==> config.mk <==
export PLATFORM = sky130hd
export DESIGN_NAME = coin_credit
export DESIGN_NICKNAME = d
export VERILOG_FILES = /design/src/rtl/credit_pkg.sv /design/src/rtl/btn_debounce.sv /design/src/rtl/coin_credit.sv
export SDC_FILE = /design/constraint.sdc
export NUM_CORES = 1
export LEC_CHECK = 0
export CAP_MARGIN = 30
export CORE_MARGIN = 2
export CORE_UTILIZATION = 65
export CTS_CLUSTER_DIAMETER = 120
export DETAILED_ROUTE_END_ITERATION = 16
export GPL_ROUTABILITY_DRIVEN = 0
export GPL_TIMING_DRIVEN = 0
export PLACE_DENSITY_LB_ADDON = 0.1
export SYNTH_ARGS = -nofsm -noshare
export SYNTH_HDL_FRONTEND = slang
export SYNTH_SLANG_ARGS = --single-unit
==> constraint.sdc <==
create_clock -name clk -period 17.7 [get_ports clk]
set_input_delay 3.54 -clock clk [delete_from_list [all_inputs] [get_ports clk]]
set_output_delay 3.54 -clock clk [all_outputs]
set_load 0.02 [all_outputs]
==> src/rtl/credit_pkg.sv <==
// Shared definitions for the coin credit stage.
//   BAL_W / SUM_W : balance width and the wider intermediate used before clamping
//   COIN_A/B/C    : credit per coin button
//   BAL_MAX/MIN   : saturation limits of the balance
//   chg_state_t   : charge handshake FSM states
//   clamp_bal()   : saturate an intermediate sum into the balance range
package credit_pkg;

  localparam int BAL_W   = 12;
  localparam int SUM_W   = 14;

  localparam int COIN_A  = 1;
  localparam int COIN_B  = 5;
  localparam int COIN_C  = 10;

  localparam int BAL_MAX = 2047;
  localparam int BAL_MIN = -2048;

  typedef logic signed [BAL_W-1:0] bal_t;
  typedef logic signed [SUM_W-1:0] sum_t;

  typedef enum logic [1:0] {
    IDLE,
    EVAL,
    ACK,
    WAIT_LOW
  } chg_state_t;

  function automatic bal_t clamp_bal(input sum_t v);
    if (v > sum_t'(BAL_MAX)) begin
      return bal_t'(BAL_MAX);
    end else if (v < sum_t'(BAL_MIN)) begin
      return bal_t'(BAL_MIN);
    end else begin
      return bal_t'(v);
    end
  endfunction

endpackage

==> src/rtl/btn_debounce.sv <==
// Button conditioner: 2-FF synchronizer, debounce counter, rising-edge pulse.
//   clk   : system clock
//   rst   : asynchronous, active-low reset
//   raw   : raw asynchronous button, active-high
//   level : debounced button level
//   press : one-cycle pulse, high in the first cycle level reads 1
// The level follows the synchronized input only after the two have differed
// for DB_CYCLES consecutive cycles; any agreement in between restarts the count.
module btn_debounce #(
  parameter int DB_CYCLES = 2_000_000
) (
  input  logic clk,
  input  logic rst,
  input  logic raw,
  output logic level,
  output logic press
);

  localparam int CNT_W = $clog2(DB_CYCLES + 1);
  localparam logic [CNT_W-1:0] CNT_LAST = CNT_W'(DB_CYCLES - 1);

  logic             sync_1;
  logic             sync_2;
  logic [CNT_W-1:0] cnt;

  always_ff @(posedge clk or negedge rst) begin
    if (!rst) begin
      sync_1 <= 1'b0;
      sync_2 <= 1'b0;
      cnt    <= '0;
      level  <= 1'b0;
      press  <= 1'b0;
    end else begin
      sync_1 <= raw;
      sync_2 <= sync_1;
      press  <= 1'b0;
      if (sync_2 == level) begin
        cnt <= '0;
      end else if (cnt == CNT_LAST) begin
        cnt   <= '0;
        level <= sync_2;
        // Only a 0->1 transition of the debounced level is a press.
        press <= sync_2;
      end else begin
        cnt <= cnt + 1'b1;
      end
    end
  end

endmodule

==> src/rtl/coin_credit.sv <==
// Coin credit stage: debounces three coin buttons and a refund button,
// accumulates a saturating signed balance and serves charge requests.
//   clk, rst     : clock, asynchronous active-low reset
//   coin_btn     : raw coin buttons (credit COIN_A, COIN_B, COIN_C)
//   refund_btn   : raw refund button
//   charge_req   : request level, held high by the requester until charge_ack
//   charge_amt   : unsigned amount, latched when the request is accepted
//   charge_ack   : one-cycle completion pulse
//   charge_ok    : outcome, meaningful only while charge_ack is high
//   bal          : signed balance for the billing stage
//   coin_evt     : one-cycle pulse when any coin is credited
//   refund_evt   : one-cycle pulse when a refund zeroes the balance
// Build option: define COIN_CREDIT_OVERDRAFT_EN to apply every charge and let
// bal go negative down to BAL_MIN; otherwise charges exceeding the available
// balance are refused and bal never drops below 0.
//
// Handshake: a request is accepted in IDLE when charge_req is high; exactly
// two cycles later charge_ack pulses for one cycle with charge_ok. The FSM then
// waits for charge_req to drop before it can accept again, so a level held
// high is serviced once.
module coin_credit
  import credit_pkg::*;
#(
  parameter int DB_CYCLES = 2_000_000
) (
  input  logic        clk,
  input  logic        rst,
  input  logic [2:0]  coin_btn,
  input  logic        refund_btn,
  input  logic        charge_req,
  input  logic [7:0]  charge_amt,
  output logic        charge_ack,
  output logic        charge_ok,
  output logic [11:0] bal,
  output logic        coin_evt,
  output logic        refund_evt
);

  // Bits 2:0 are the coins, bit 3 is refund.
  logic [3:0] btn_raw;
  logic [3:0] btn_level;
  logic [3:0] btn_press;

  assign btn_raw = {refund_btn, coin_btn};

  for (genvar i = 0; i < 4; i++) begin : g_btn
    btn_debounce #(
      .DB_CYCLES(DB_CYCLES)
    ) u_btn (
      .clk  (clk),
      .rst  (rst),
      .raw  (btn_raw[i]),
      .level(btn_level[i]),
      .press(btn_press[i])
    );
  end

  // A press pulse only ever accompanies a high debounced level.
  assert property (@(posedge clk) disable iff (!rst) (btn_press & ~btn_level) == 4'b0000);

  chg_state_t state;
  bal_t       bal_q;
  logic [7:0] amt_q;
  logic       refund_pend;

  sum_t credit;
  sum_t amt_ext;
  sum_t avail;
  sum_t base;
  sum_t applied;
  bal_t next_bal;
  logic refund_exec;
  logic refund_hit;
  logic charge_fits;

  assign bal = bal_q;

  always_comb begin
    credit = '0;
    if (btn_press[0]) credit = credit + sum_t'(COIN_A);
    if (btn_press[1]) credit = credit + sum_t'(COIN_B);
    if (btn_press[2]) credit = credit + sum_t'(COIN_C);

    amt_ext = $signed({6'b000000, amt_q});
    avail   = sum_t'(bal_q) + credit;

    // Refunds only run in IDLE, so they never coincide with an EVAL update.
    refund_exec = (state == IDLE) && (btn_press[3] || refund_pend);
    refund_hit  = refund_exec && !bal_q[BAL_W-1] && (bal_q != '0);

`ifdef COIN_CREDIT_OVERDRAFT_EN
    charge_fits = 1'b1;
`else
    charge_fits = (amt_ext <= avail);
`endif

    applied = '0;
    if (state == EVAL && charge_fits) applied = amt_ext;

    // Zero first, then add same-cycle credit, so refund + coin leaves bal = credit.
    base     = refund_hit ? sum_t'(0) : sum_t'(bal_q);
    next_bal = clamp_bal(base + credit - applied);
  end

  always_ff @(posedge clk or negedge rst) begin
    if (!rst) begin
      state       <= IDLE;
      bal_q       <= '0;
      amt_q       <= '0;
      refund_pend <= 1'b0;
      charge_ack  <= 1'b0;
      charge_ok   <= 1'b0;
      coin_evt    <= 1'b0;
      refund_evt  <= 1'b0;
    end else begin
      bal_q      <= next_bal;
      coin_evt   <= |btn_press[2:0];
      refund_evt <= refund_hit;
      charge_ack <= 1'b0;
      charge_ok  <= 1'b0;

      if (refund_exec) begin
        refund_pend <= 1'b0;
      end else if (btn_press[3]) begin
        refund_pend <= 1'b1;
      end

      case (state)
        IDLE: begin
          if (charge_req) begin
            amt_q <= charge_amt;
            state <= EVAL;
          end
        end
        EVAL: begin
          charge_ack <= 1'b1;
          charge_ok  <= charge_fits;
          state      <= ACK;
        end
        ACK: begin
          state <= WAIT_LOW;
        end
        WAIT_LOW: begin
          if (!charge_req) state <= IDLE;
        end
        default: begin
          state <= IDLE;
        end
      endcase
    end
  end

endmodule

Word level (Yosys, flattened, before mapping)
Cells that the tools add are included.
{"block": "classes", "add_sub_neg": 9, "n_lt_le_gt_ge": 3, "eq_ne": 13, "muxes": 30, "bitwise_logic": 4, "n_reduce_logical": 16}
{"op": "$mux 21", "n": 8}
{"op": "$add 21x1->21 const B", "n": 4}
{"op": "$eq 21x21->1 const B", "n": 4}
{"op": "$mux 14", "n": 3}
{"op": "$mux 12", "n": 2}
{"op": "$add 12x14->14", "n": 1}
{"op": "$add 14x14->14", "n": 1}
{"op": "$add 14x4->14 const B", "n": 1}
{"op": "$add 14x5->14 const B", "n": 1}
{"op": "$gt 14x12->1 const B", "n": 1}
{"op": "$le 9x14->1", "n": 1}
{"op": "$lt 14x12->1 const B", "n": 1}
{"op": "$sub 14x14->14", "n": 1}
{"op": "$mux 1", "n": 13}
{"op": "$reduce_and 2->1", "n": 6}
{"op": "$reduce_bool 12->1", "n": 1}
{"op": "$mux 8", "n": 1}
{"op": "$pmux 2 s4", "n": 1}
{"op": "$eq 1x1->1", "n": 4}
{"op": "$eq 2x2->1 const B", "n": 2}
{"op": "$logic_and 1x1->1", "n": 4}
{"op": "$mux 2", "n": 2}
{"op": "$ne 2x2->1 const B", "n": 2}
{"op": "$not 1->1", "n": 4}
{"op": "6 further kinds", "n": 6}
{"block": "word_totals", "reg_bits": 127, "inputBits": 15, "word_cells": 103}

Depth between registers and ports, before layout
Gate-level depths: netlist of run 1.
{"block": "depth", "depth_word": 13, "depth_mapped": 27, "depth_no_buf": 26}

Modules after synthesis
Synthesis of run 1 repeated with hierarchy kept, for this count alone.
{"block": "unflattened", "hier_cells": 768, "area_unflattened_um2": 7597.3}
{"mod": "btn_debounce", "n_inst": 4, "cells_per_inst": 120, "area_each_um2": 1211.2, "seq_area_each_um2": 625.6}
{"mod": "coin_credit", "n_inst": 1, "cells_per_inst": 288, "area_each_um2": 2752.6, "seq_area_each_um2": 675.6}

Least setup slack after synthesis of run 1
No wires, ideal clock.
{"block": "synth_path", "path_kind": "register to register", "start": "register g_btn[1].u_btn.press", "end": "register bal_q[0], in the netlist bal[0]", "setup_ns": 0.119, "t_arrival_ns": 5.460, "setup_slack_ns": 12.122, "stages_incl_launch_ff": 26, "synth_period_minus_slack_ns": 5.578, "cell_sequence": "dfrtp_1 > ha_1 > inv_1 > ha_1 > inv_1 > fa_1 > a221o_1 > a31oi_1 > nor2b_1 > xnor2_1 > ha_1 > nand3_1 > a21o_1 > a21oi_1 > a21oi_2 > and2_1 > fa_1 > inv_1 > ha_1 > a211o_1 > a211oi_4 > o41ai_4 > maj3_2 > and3_4 > buf_6 > a21o_2"}
{"block": "synth_between", "elab_chain_cells": 11, "elab_cells_between_ends": 13, "classes_between": "add/sub: 4; order compare: 3; mux: 5; reduce/logical: 1"}
{"element": "start: declaration", "line_no": "btn_debounce.sv:16", "source": "output logic press"}
{"element": "start signal: assignment", "line_no": "btn_debounce.sv:43", "source": "press <= sync_2;"}
{"element": "$mux 14 (*)", "line_no": "coin_credit.sv:81", "source": "if (btn_press[1]) credit = credit + sum_t'(COIN_B);"}
{"element": "$add 14x5->14", "line_no": "coin_credit.sv:82", "source": "if (btn_press[2]) credit = credit + sum_t'(COIN_C);"}
{"element": "$mux 14 (*)", "line_no": "coin_credit.sv:82"}
{"element": "$add 12x14->14", "line_no": "coin_credit.sv:85", "source": "avail = sum_t'(bal_q) + credit;"}
{"element": "$le 9x14->1", "line_no": "coin_credit.sv:94", "source": "charge_fits = (amt_ext <= avail);"}
{"element": "$logic_and 1x1->1", "line_no": "coin_credit.sv:98", "source": "if (state == EVAL && charge_fits) applied = amt_ext;"}
{"element": "$mux 8", "line_no": "coin_credit.sv:98"}
{"element": "$sub 14x14->14 (*)", "line_no": "coin_credit.sv:102", "source": "next_bal = clamp_bal(base + credit - applied);"}
{"element": "$lt 14x12->1", "line_no": "credit_pkg.sv:32", "source": "end else if (v < sum_t'(BAL_MIN)) begin"}
{"element": "$mux 12", "line_no": "credit_pkg.sv:32"}
{"element": "$mux 12 (*)", "line_no": "credit_pkg.sv:30", "source": "if (v > sum_t'(BAL_MAX)) begin"}
{"element": "via next_bal[0]", "line_no": "coin_credit.sv:71", "source": "bal_t next_bal;"}
{"element": "end signal: assignment", "line_no": "coin_credit.sv:116", "source": "bal_q <= next_bal;"}
{"element": "end: declaration", "line_no": "coin_credit.sv:62", "source": "bal_t bal_q;"}
Mark *: on every way through the listed nets, which the timed path passes. The rest lies on a longest branch.
A chain may end at the register's enable or synchronous reset.

Worst setup path after layout of run 1
{"block": "layout_path", "start": "register g_btn[1].u_btn.press", "end": "register bal_q[10], in the netlist bal[10]"}
The elaborated chain is that of the path after synthesis.

==> results.py, run 1 <==
metrics = {
    "synthesis": {
        "ys.flop_type": "dfrtp_1",
        "synth_seq_cells": 127,
        "ys_seq_area_frac": 0.4545,
        "netlist_instances": 687,
        "synth_nets": 752,
        "synthDistinctLibCells": 59,
        "synth_edf_count": 0,
        "syn_area_um2": 6993,
        "avgSynthCellArea_um2": 10.18,
        "synthArstFlopShare": 1.000,
        "yosysWarnings": 0,
    },
    "critical_path": {
        "start_kind": "flop",
        "crit_type": "flop to flop",
        "required_ns": 18.12,
        "slowest_delay_ns": 0.45,
        "arrival_ns": 6.72,
        "worst-r2r-setup-slack_ns": 11.40,
        "cpMostUsedCell": "ha_1",
        "critPathMaxFanout": 10,
        "path_delay_family": "compound AO/OA/AOI/OAI gates",
        "crit_path_end_kind": "flop",
        "critical_path_buf_inv_count": 4,
        "cp_slowest_cell": "fa_1",
    },
    "grt": {
        "grt_max_degree": 93,
        "grt_overflow": 0,
        "grt_pass1_vias": 5356,
        "grtUsageTotal": 0.2714,
        "antenna_found_initial": 0,
        "grt_pass1_wl_mm": 24.74,
    },
    "routing": {
        "wl_mm": 14.10,
        "dr.pass1.iters": 5,
        "vias": 5066,
        "ant_nets": 0,
        "initialDrtViolationCount": 229,
        "wl_per_cell_um": 15.93,
        "drc": 0,
        "vias_per_cell": 5.724,
    },
    "final_layout": {
        "drive_above_1_share": 0.08144,
        "fill_cells": 686,
        "antenna_cells": 0,
        "final_common_cell": "dfrtp_1",
        "fin_util": 0.7761,
        "fin_cells": 885,
        "area_growth_syn_to_layout_pct": 15.08,
        "layout_common_cells": "dfrtp_1, nor2_1, xor2_1",
        "fin_nets": 802,
    },
    "pwr": {
        "power.density_nw_per_um2": 154.3,
        "switchingPower_mw": 0.4511,
        "seqPwrFrac": 0.292,
        "p_clk_frac": 0.265,
        "ir_drop_uv": 148.3,
        "total_power_mw": 1.242,
        "switching_share": 0.3632,
        "combPwrFrac": 0.442,
        "cellInternalPower_mw": 0.7908,
        "p_leak_nw": 3.695,
    },
    "clocking": {
        "cts_tree": "yes",
        "cts_setup_buffers": 0,
        "clk_path_buf_depth": 2,
        "cts_sinks": 127,
        "clock_latency_ns": 0.53,
        "htree_levels": 4,
        "ctsResizeCount": 0,
        "cts_hold_buf": 0,
        "cts_root_buf": "clkbuf_8",
        "cts_made_buffers": 17,
        "clkTransAtPathRegs_ns": 0.06,
    },
    "die": {
        "dieWidth_um": 107.7,
        "core_area_um2": 10370,
        "die_y_um": 107.7,
        "die-area_um2": 11600,
        "pin_count": 31,
        "rows": 37,
        "floorplan.initialDensity": 0.6743,
    },
    "sta": {
        "holdWs_ns": 0.3491,
        "finClkSkew_ns": 0.006830,
        "grt_setup_unrepaired": "no",
        "setup_violations": 0,
        "maxSlewViolCount": 0,
        "hold_viol_final": 0,
        "tns_ns": 0,
        "post-route-period-util": 0.3562,
        "maxSlewHeadroom": 0.6350,
        "fmax_mhz": 158.6,
        "min_period_ns": 6.304,
        "worst_pin_slew_ns": 0.5475,
    },
    "flow_run": {
        "maxCapViolations": 0,
    },
    "placement": {
        "dp_hpwl_mm": 9.911,
        "dp.cells": 854,
        "portBuffers": 30,
    },
    "min_path": {
        "hold_path.class": "flop to flop",
    },
    "outcome": {
        "status": "completed",
    },
}
-- cells by family (layout without fill, tap and decap cells) --
group,after synthesis,after routing,synth area share
and+or+nand+nor,282,282,0.2013
buffers and inverters,41,103,0.02380
AOI/OAI and AO/OA,76,76,0.08123
xor gates and xnor gates,95,95,0.1190
muxes,14,14,0.02237
DFF,127,127,0.4545
adders and majority gates,52,52,0.09787
-- flip-flops by register name, summed over array words and instances (netlist names), 2 cells and up --
register,count
g_btn.u_btn.sync_2,4
g_btn.u_btn.level,4
g_btn.u_btn.cnt,84
bal,12
state,2
amt_q,8
g_btn.u_btn.press,4
g_btn.u_btn.sync_1,4
-- synth_stat cells, types with 2 or more instances --
cell type | number | area share
a2111oi_0 | 2 | 0.0025
a211oi_1 | 3 | 0.0032
a21o_1 | 10 | 0.011
a21o_2 | 6 | 0.0075
a21oi_1 | 14 | 0.010
a31oi_1 | 4 | 0.0036
and2_1 | 11 | 0.0098
and3_1 | 15 | 0.013
and4_1 | 11 | 0.014
buf_1 | 2 | 0.0011
buf_2 | 3 | 0.0021
clkbuf_1 | 7 | 0.0038
dfrtp_1 | 127 | 0.45
fa_1 | 5 | 0.014
ha_1 | 45 | 0.081
inv_1 | 27 | 0.014
mux2_2 | 13 | 0.021
nand2_1 | 45 | 0.024
nand2b_1 | 2 | 0.0018
nand3_1 | 40 | 0.029
nand3b_1 | 3 | 0.0032
nand4_1 | 22 | 0.020
nor2_1 | 99 | 0.053
nor2b_1 | 3 | 0.0027
nor3_1 | 8 | 0.0057
nor3b_1 | 4 | 0.0043
nor4_1 | 7 | 0.0063
nor4b_1 | 3 | 0.0038
nor4bb_1 | 2 | 0.0029
o211ai_1 | 4 | 0.0043
o21a_1 | 9 | 0.0097
o21ai_0 | 9 | 0.0064
o21bai_1 | 2 | 0.0021
or3_1 | 2 | 0.0018
xnor2_1 | 31 | 0.039
xor2_1 | 64 | 0.080
-- power by group through the flow --
stage                     logic [mW]  registers (mW)  clock network, mW
after CTS                      0.551           0.363              0.334
final                          0.549           0.363              0.329
after global routing           0.612           0.368              0.346
after global placement         0.524           0.366                  0
after floorplan                0.401           0.374                  0
after detailed placement       0.543           0.367                  0
-- through the flow --
step	instance area [µm²]	setup WS, ns
finish	8048	11.40
detailed placement	7492	11.59
CTS	8048	11.39
global placement	7463	8.356
floorplan	6993	12.12
global route	8048	11.05
-- worst reg2reg max path: cells and delay by family, from the launching register on --
kind | cells | cell delay [ns]
buffers and inverters | 4 | 0.39
flip-flops | 1 | 0.39
XOR/XNOR | 1 | 0.23
AO/OA/AOI/OAI | 10 | 2.40
adder cells (fa/ha/maj) | 7 | 2.24
AND/OR/NAND/NOR | 3 | 0.52
-- path summary, 6_finish.rpt --
kind / cells after the start / to / from
worst max-delay path: 25 / bal[10] / g_btn[1].u_btn.press
worst min-delay path: 0 / g_btn[0].u_btn.sync_2 / g_btn[0].u_btn.sync_1
worst max register to register: 25 / bal[10] / g_btn[1].u_btn.press
worst min register to register: 0 / g_btn[0].u_btn.sync_2 / g_btn[0].u_btn.sync_1
max in group asynchronous: 2 / g_btn[3].u_btn.cnt[14] / rst
min in group asynchronous: 1 / g_btn[2].u_btn.cnt[2] / rst
-- routing by layer --
metal,up-vias,global-route usage,part of all wire
met5,-,0,0
met4,0,0.1126,0.021
met3,28,0.06477,0.034
met2,92,0.4501,0.50
met1,2463,0.3417,0.45
li1,2483,-,-
-- final cells by class --
class                      count  area (µm²)  share of cell area
buffer                        14       65.06            0.008085
clock buffer                  24       470.5             0.05846
sequential                   127        3178              0.3949
clock inverter                 7       85.08             0.01057
tap                          136       170.2             0.02114
timing repair buffer          31       329.1             0.04089
multi-input combinational    519        3649              0.4534
inverter                      27       101.3             0.01259
Power figures use the tool's default switching activity.
==> run 2, diff against run 1 <==
- CORE_UTILIZATION: 65 -> 55
- clock period: 17.7 -> 5.2 ns (I/O delays scaled with it)
==> run 2 against run 1 <==
  * The run now ends with setup timing left
  * Largest cell class unchanged
  * Count of clock-buffer cells in the layout shrank 2
  * Largest power group unchanged
  * Critical path type unchanged
  * Final area grew 5.3%
  * Critical endpoint is now bal[1]
  * Critical path depth fell by 1
  * Clock skew increased by 0.00058 ns
==> results.py, run 2 (synthesized netlist as in run 1, its figures left out) <==
metrics = {
    "outcome": {
        "status": "finished, violations left",
        "violations": "setup timing",
    },
    "routing": {
        "vias_per_cell": 5.543,
        "wl_per_cell_um": 15.93,
        "initialDrtViolationCount": 278,
        "vias": 5183,
        "drc": 0,
        "wl_mm": 14.90,
        "ant_nets": 0,
        "dr.pass1.iters": 5,
    },
    "sta": {
        "min_period_ns": 5.641,
        "worst_pin_slew_ns": 0.7727,
        "post-route-period-util": 1.085,
        "setup_violations": 11,
        "maxSlewViolCount": 0,
        "finClkSkew_ns": 0.007406,
        "fmax_mhz": 177.3,
        "grt_setup_unrepaired": "yes",
        "holdWs_ns": 0.3529,
        "maxSlewHeadroom": 0.4794,
        "setup_slack_ns": -0.4415,
        "hold_viol_final": 0,
        "tns_ns": -4.593,
    },
    "grt": {
        "antenna_found_initial": 0,
        "grt_max_degree": 98,
        "grt_pass1_wl_mm": 24.38,
        "grt_pass1_vias": 5152,
        "top_usage_layer": "met2",
        "grt_overflow": 0,
        "grtUsageTotal": 0.2315,
        "grtUsageMet3": 0.06279,
        "grt_use_met2": 0.3734,
        "grtUsageMet1": 0.3051,
    },
    "critical_path": {
        "crit_type": "flop to flop",
        "worst-r2r-cell-count": 24,
        "rr_endpoint": "bal[1]",
        "rr_startpoint": "g_btn[1].u_btn.press",
        "start_kind": "flop",
        "critPathMaxFanout": 5,
        "crit_path_end_kind": "flop",
        "worst-r2r-setup-slack_ns": -0.44,
        "arrival_ns": 5.96,
        "required_ns": 5.51,
    },
    "final_layout": {
        "fill_cells": 999,
        "antenna_cells": 0,
        "largest_reg_flops": 84,
        "stdcell_area_um2": 8478,
        "final_common_cell": "dfrtp_1",
        "seq_area_um2": 3178,
        "area_growth_syn_to_layout_pct": 21.24,
        "fin_util": 0.6773,
        "fin_nets": 817,
        "layout_common_cells": "dfrtp_1, nor2_1, xor2_1",
        "drive_above_1_share": 0.1481,
        "multi_input_area_um2": 3926,
        "top_register": "g_btn.u_btn.cnt",
    },
    "clocking": {
        "cts_hold_buf": 0,
        "clock_latency_ns": 0.42,
        "clk_path_buf_depth": 2,
        "cts_root_buf": "clkbuf_16",
        "cts_made_buffers": 17,
        "cts_tree": "yes",
        "cts_sinks": 127,
        "clkTransAtPathRegs_ns": 0.06,
        "htree_levels": 4,
    },
    "placement": {
        "dp_hpwl_mm": 9.833,
        "portBuffers": 30,
        "pre_cts_slack_ns": -0.8186,
        "dpl_cell_area_um2": 7595,
    },
    "min_path": {
        "holdPathStages": 0,
        "hold_path.class": "flop to flop",
        "hp-start": "g_btn[1].u_btn.sync_1",
        "hold_end": "g_btn[1].u_btn.sync_2",
    },
    "pwr": {
        "ir_drop_uv": 359.8,
        "p_leak_nw": 3.768,
        "power.density_nw_per_um2": 567.4,
    },
    "die": {
        "pin_count": 31,
        "core_area_um2": 12520,
        "floorplan.initialDensity": 0.5587,
        "rows": 41,
        "die_y_um": 116.8,
        "die-area_um2": 13630,
        "dieWidth_um": 116.8,
    },
    "flow_run": {
        "maxCapViolations": 0,
    },
}
-- run 2: cell types whose count changed in the layout (fill, tap and decap cells not counted), sizes merged, moves of 3 or more --
cell / previous run / this run
clkbuf: 32 / 29
clkinv: 5 / 2
clkinvlp: 0 / 4
buf: 8 / 22
-- run 2: how the worst max path moves through the flow --
stage	start	end	slack [ns]	depth (start not counted)
after floorplan	g_btn[1].u_btn.press	bal[0]	-0.20	24
after global placement	rst	g_btn[3].u_btn.cnt[19]	-1.81	1
after detailed placement	g_btn[1].u_btn.press	bal[1]	-0.82	22
after CTS	g_btn[1].u_btn.press	bal[6]	-0.41	24
after global routing	g_btn[1].u_btn.press	bal[2]	-0.64	25
final	g_btn[1].u_btn.press	bal[1]	-0.44	24
-- run 2: cell type report --
| cell class | count | area share |
|---|---|---|
| Multi-Input combinational cell | 521 | 0.4631 |
| Sequential cell | 127 | 0.3749 |
| Clock buffer | 22 | 0.05711 |
| Timing Repair Buffer | 46 | 0.05210 |
| Tap cell | 172 | 0.02538 |
| Inverter | 27 | 0.01195 |
| Clock inverter | 8 | 0.009740 |
| Buffer | 12 | 0.005756 |
-- run 2: metrics by stage --
step                      instances  power (mW)
after floorplan                 687       2.700
after global placement          889       3.107
after detailed placement        890       3.181
after CTS                       928       4.480
after global routing            935       5.070
final                           935       4.811
-- run 2: layer usage --
metal / part of all wire / vias to the layer above / routed length (µm)
li1: - / 2523 / -
met1: 0.46 / 2562 / 6885
met2: 0.48 / 82 / 7211
met3: 0.042 / 16 / 627
met4: 0.012 / 0 / 172
met5: 0 / - / 0
-- run 2: worst max-delay path, cell delays in order (launching register included) --
cell and delay (ns):
dfrtp_1 0.40, ha_2 0.21, inv_2 0.05, ha_4 0.26, inv_2 0.04, fa_2 0.38, a221o_1 0.34, a31oi_2 0.16
nor2b_1 0.08, xnor2_1 0.13, ha_1 0.32, nand3_2 0.09, a21o_1 0.20, a21oi_4 0.19, a21oi_4 0.09, and2_1 0.22
fa_1 0.51, inv_1 0.07, ha_4 0.28, and3_1 0.20, a221oi_4 0.09, o21ai_2 0.25, nand4_1 0.22, a311o_2 0.50
a21o_2 0.23
-- run 2: timing repair --
item	CTS	global route
cloned	1	1
gates resized for setup	20	16
setup buffers	9	6
setup endpoints to repair	12	12
pin swaps	25	14
-- run 2: report_power, final --
part,leakage [nW],switching (mW),total [mW],internal [mW]
Sequential,1.70,0.120,1.23,1.11
Clock,0.267,0.433,1.14,0.703
Combinational,1.80,1.29,2.44,1.15
==> run 3, diff against run 2 <==
- PLACE_DENSITY_LB_ADDON: 0.1 -> 0.12
==> run 3 against run 2 <==
  * Final cell count down 0.64%
  * Final area down 0.32%
  * Die area unchanged
  * Sequential power barely moved
  * Clock power increased by 4%
  * Sequential share of layout area up 0.12 points
  * Largest power group unchanged
  * Register-to-register slack improved by 0.09 ns
  * Power down 2.5%
  * The flow still finishes with violations (setup timing)
  * Setup slack improved by 0.091 ns
==> results.py, run 3 (synthesized netlist as in run 1, its figures left out) <==
metrics = {
    "outcome": {
        "status": "finished, violations left",
        "violations": "setup timing",
    },
    "pwr": {
        "switching_share": 0.3782,
        "seqPwrFrac": 0.261,
        "power.density_nw_per_um2": 555.2,
        "p_clk_frac": 0.254,
        "combPwrFrac": 0.485,
        "total_power_mw": 4.692,
        "switchingPower_mw": 1.774,
        "p_leak_nw": 3.752,
        "cellInternalPower_mw": 2.917,
        "ir_drop_uv": 270.2,
    },
    "placement": {
        "dpl_cell_area_um2": 7595,
        "portBuffers": 30,
        "dp_hpwl_mm": 9.526,
    },
    "min_path": {
        "hold_path.class": "flop to flop",
        "holdPathStages": 0,
        "hold_end": "g_btn[2].u_btn.sync_2",
        "hp-start": "g_btn[2].u_btn.sync_1",
    },
    "critical_path": {
        "start_kind": "flop",
        "cp_slowest_cell": "fa_1",
        "worst-r2r-setup-slack_ns": -0.35,
        "cpMostUsedCell": "inv_2",
        "arrival_ns": 5.86,
        "slowest_delay_ns": 0.52,
        "crit_path_end_kind": "flop",
        "required_ns": 5.51,
        "rr_endpoint": "bal[10]",
        "crit_chain": "ha_2 -> inv_2 -> ha_4 -> inv_2 -> fa_2 -> a221o_1 -> a31oi_4 -> nor2b_2 -> xnor2_1 -> ha_1 -> nand3_2 -> a21o_1 -> a21oi_4 -> a21oi_4 -> and2_4 -> fa_1 -> inv_2 -> ha_4 -> a211o_4 -> a211oi_4 -> o41ai_4 -> maj3_2 -> and3_4 -> o21a_1",
        "worst-r2r-cell-count": 24,
        "crit_type": "flop to flop",
        "rr_startpoint": "g_btn[1].u_btn.press",
        "critPathMaxFanout": 10,
    },
    "grt": {
        "grtUsageTotal": 0.2214,
        "grt_pass1_vias": 5014,
        "antenna_found_initial": 0,
        "grt_overflow": 0,
        "grt_max_degree": 68,
        "grt_pass1_wl_mm": 23.57,
    },
    "sta": {
        "fmax_mhz": 180.2,
        "grt_setup_unrepaired": "yes",
        "worst_pin_slew_ns": 0.6173,
        "hold_viol_final": 0,
        "setup_slack_ns": -0.3505,
        "maxSlewHeadroom": 0.5885,
        "maxSlewViolCount": 0,
        "post-route-period-util": 1.067,
        "tns_ns": -3.801,
        "setup_violations": 11,
        "min_period_ns": 5.551,
        "finClkSkew_ns": 0.007158,
    },
    "die": {
        "core_area_um2": 12520,
        "dieWidth_um": 116.8,
        "rows": 41,
        "die_y_um": 116.8,
        "die-area_um2": 13630,
        "pin_count": 31,
        "floorplan.initialDensity": 0.5587,
    },
    "routing": {
        "vias": 5104,
        "drc": 0,
        "wl_mm": 13.86,
        "wl_per_cell_um": 14.92,
        "initialDrtViolationCount": 405,
        "vias_per_cell": 5.494,
        "ant_nets": 0,
        "dr.pass1.iters": 6,
    },
    "clocking": {
        "clkTransAtPathRegs_ns": 0.06,
        "cts_hold_buf": 0,
        "htree_levels": 4,
        "cts_tree": "yes",
        "cts_made_buffers": 17,
        "clk_path_buf_depth": 2,
        "cts_sinks": 127,
        "cts_root_buf": "clkbuf_16",
        "clock_latency_ns": 0.42,
    },
    "final_layout": {
        "layout_common_cells": "dfrtp_1, nor2_1, xor2_1",
        "final_common_cell": "dfrtp_1",
        "drive_above_1_share": 0.1400,
        "area_growth_syn_to_layout_pct": 20.84,
        "stdcell_area_um2": 8451,
        "top_register": "g_btn.u_btn.cnt",
        "antenna_cells": 0,
        "largest_reg_flops": 84,
        "fin_nets": 809,
    },
    "flow_run": {
        "maxCapViolations": 0,
    },
}
## run 3: changes by cell type in the layout (fill, tap and decap cells not counted), sizes merged
cell      before  now
clkbuf        29   27
inv           28   33
bufinv         1    2
clkinvlp       4    1
a311o          2    1
buf           22   16
clkinv         2    3
and3          17   16
## run 3: what timing repair did
item	in CTS	in global routing
gates resized for setup	17	19
setup buffers	7	2
setup endpoints to repair	12	12
pin swaps	22	7
## run 3: worst max path at each step
stage                         startpoint                      to  slack [ns]
floorplan           g_btn[1].u_btn.press                  bal[0]       -0.20
global placement                     rst  g_btn[3].u_btn.cnt[11]       -1.70
detailed placement  g_btn[1].u_btn.press                  bal[7]       -0.81
CTS                 g_btn[1].u_btn.press                  bal[6]       -0.38
global route        g_btn[1].u_btn.press                  bal[4]       -0.57
finish              g_btn[1].u_btn.press                 bal[10]       -0.35
## run 3: routing by layer
layer	wire, µm	vias up	track usage
li1	-	2503	-
met1	6318	2491	0.2947
met2	6694	81	0.3437
met3	461	29	0.05397
met4	386	0	0.1027
met5	0	-	0
## run 3: cell type report
cell class	count	area [µm²]
Inverter	27	101.3
Clock inverter	12	148.9
Multi-Input combinational cell	519	3902
Fill cell	1013	4066
Sequential cell	127	3178
Tap cell	172	215.2
Timing Repair Buffer	40	409.1
Clock buffer	20	446.7
Buffer	12	48.80
## run 3: power by group through the flow
stage	logic, mW	clock network [mW]	registers (mW)
after floorplan	1.43	0	1.27
after global placement	1.85	0	1.24
after detailed placement	1.90	0	1.24
after CTS	2.07	1.22	1.22
after global routing	2.47	1.27	1.24
final	2.27	1.19	1.23
## run 3: metrics by stage
stage	cells	util	setup slack [ns]	hold WS, ns
global placement	889	0.6045	-1.703	0.3343
detailed placement	890	0.6068	-0.8059	0.3373
floorplan	687	-	-0.1964	0.3312
global route	929	0.6751	-0.5711	0.3576
CTS	927	0.6644	-0.3836	0.3515
finish	929	0.6751	-0.3505	0.3485
## run 3: critical path: cells and delay by family, from the launching register on
kind | cells | cell delay [ns]
adders and majority gates | 7 | 2.20
AOI/OAI and AO/OA | 9 | 1.99
and+or+nand+nor | 4 | 0.54
DFF | 1 | 0.41
buffers and inverters | 3 | 0.16
xor gates and xnor gates | 1 | 0.13
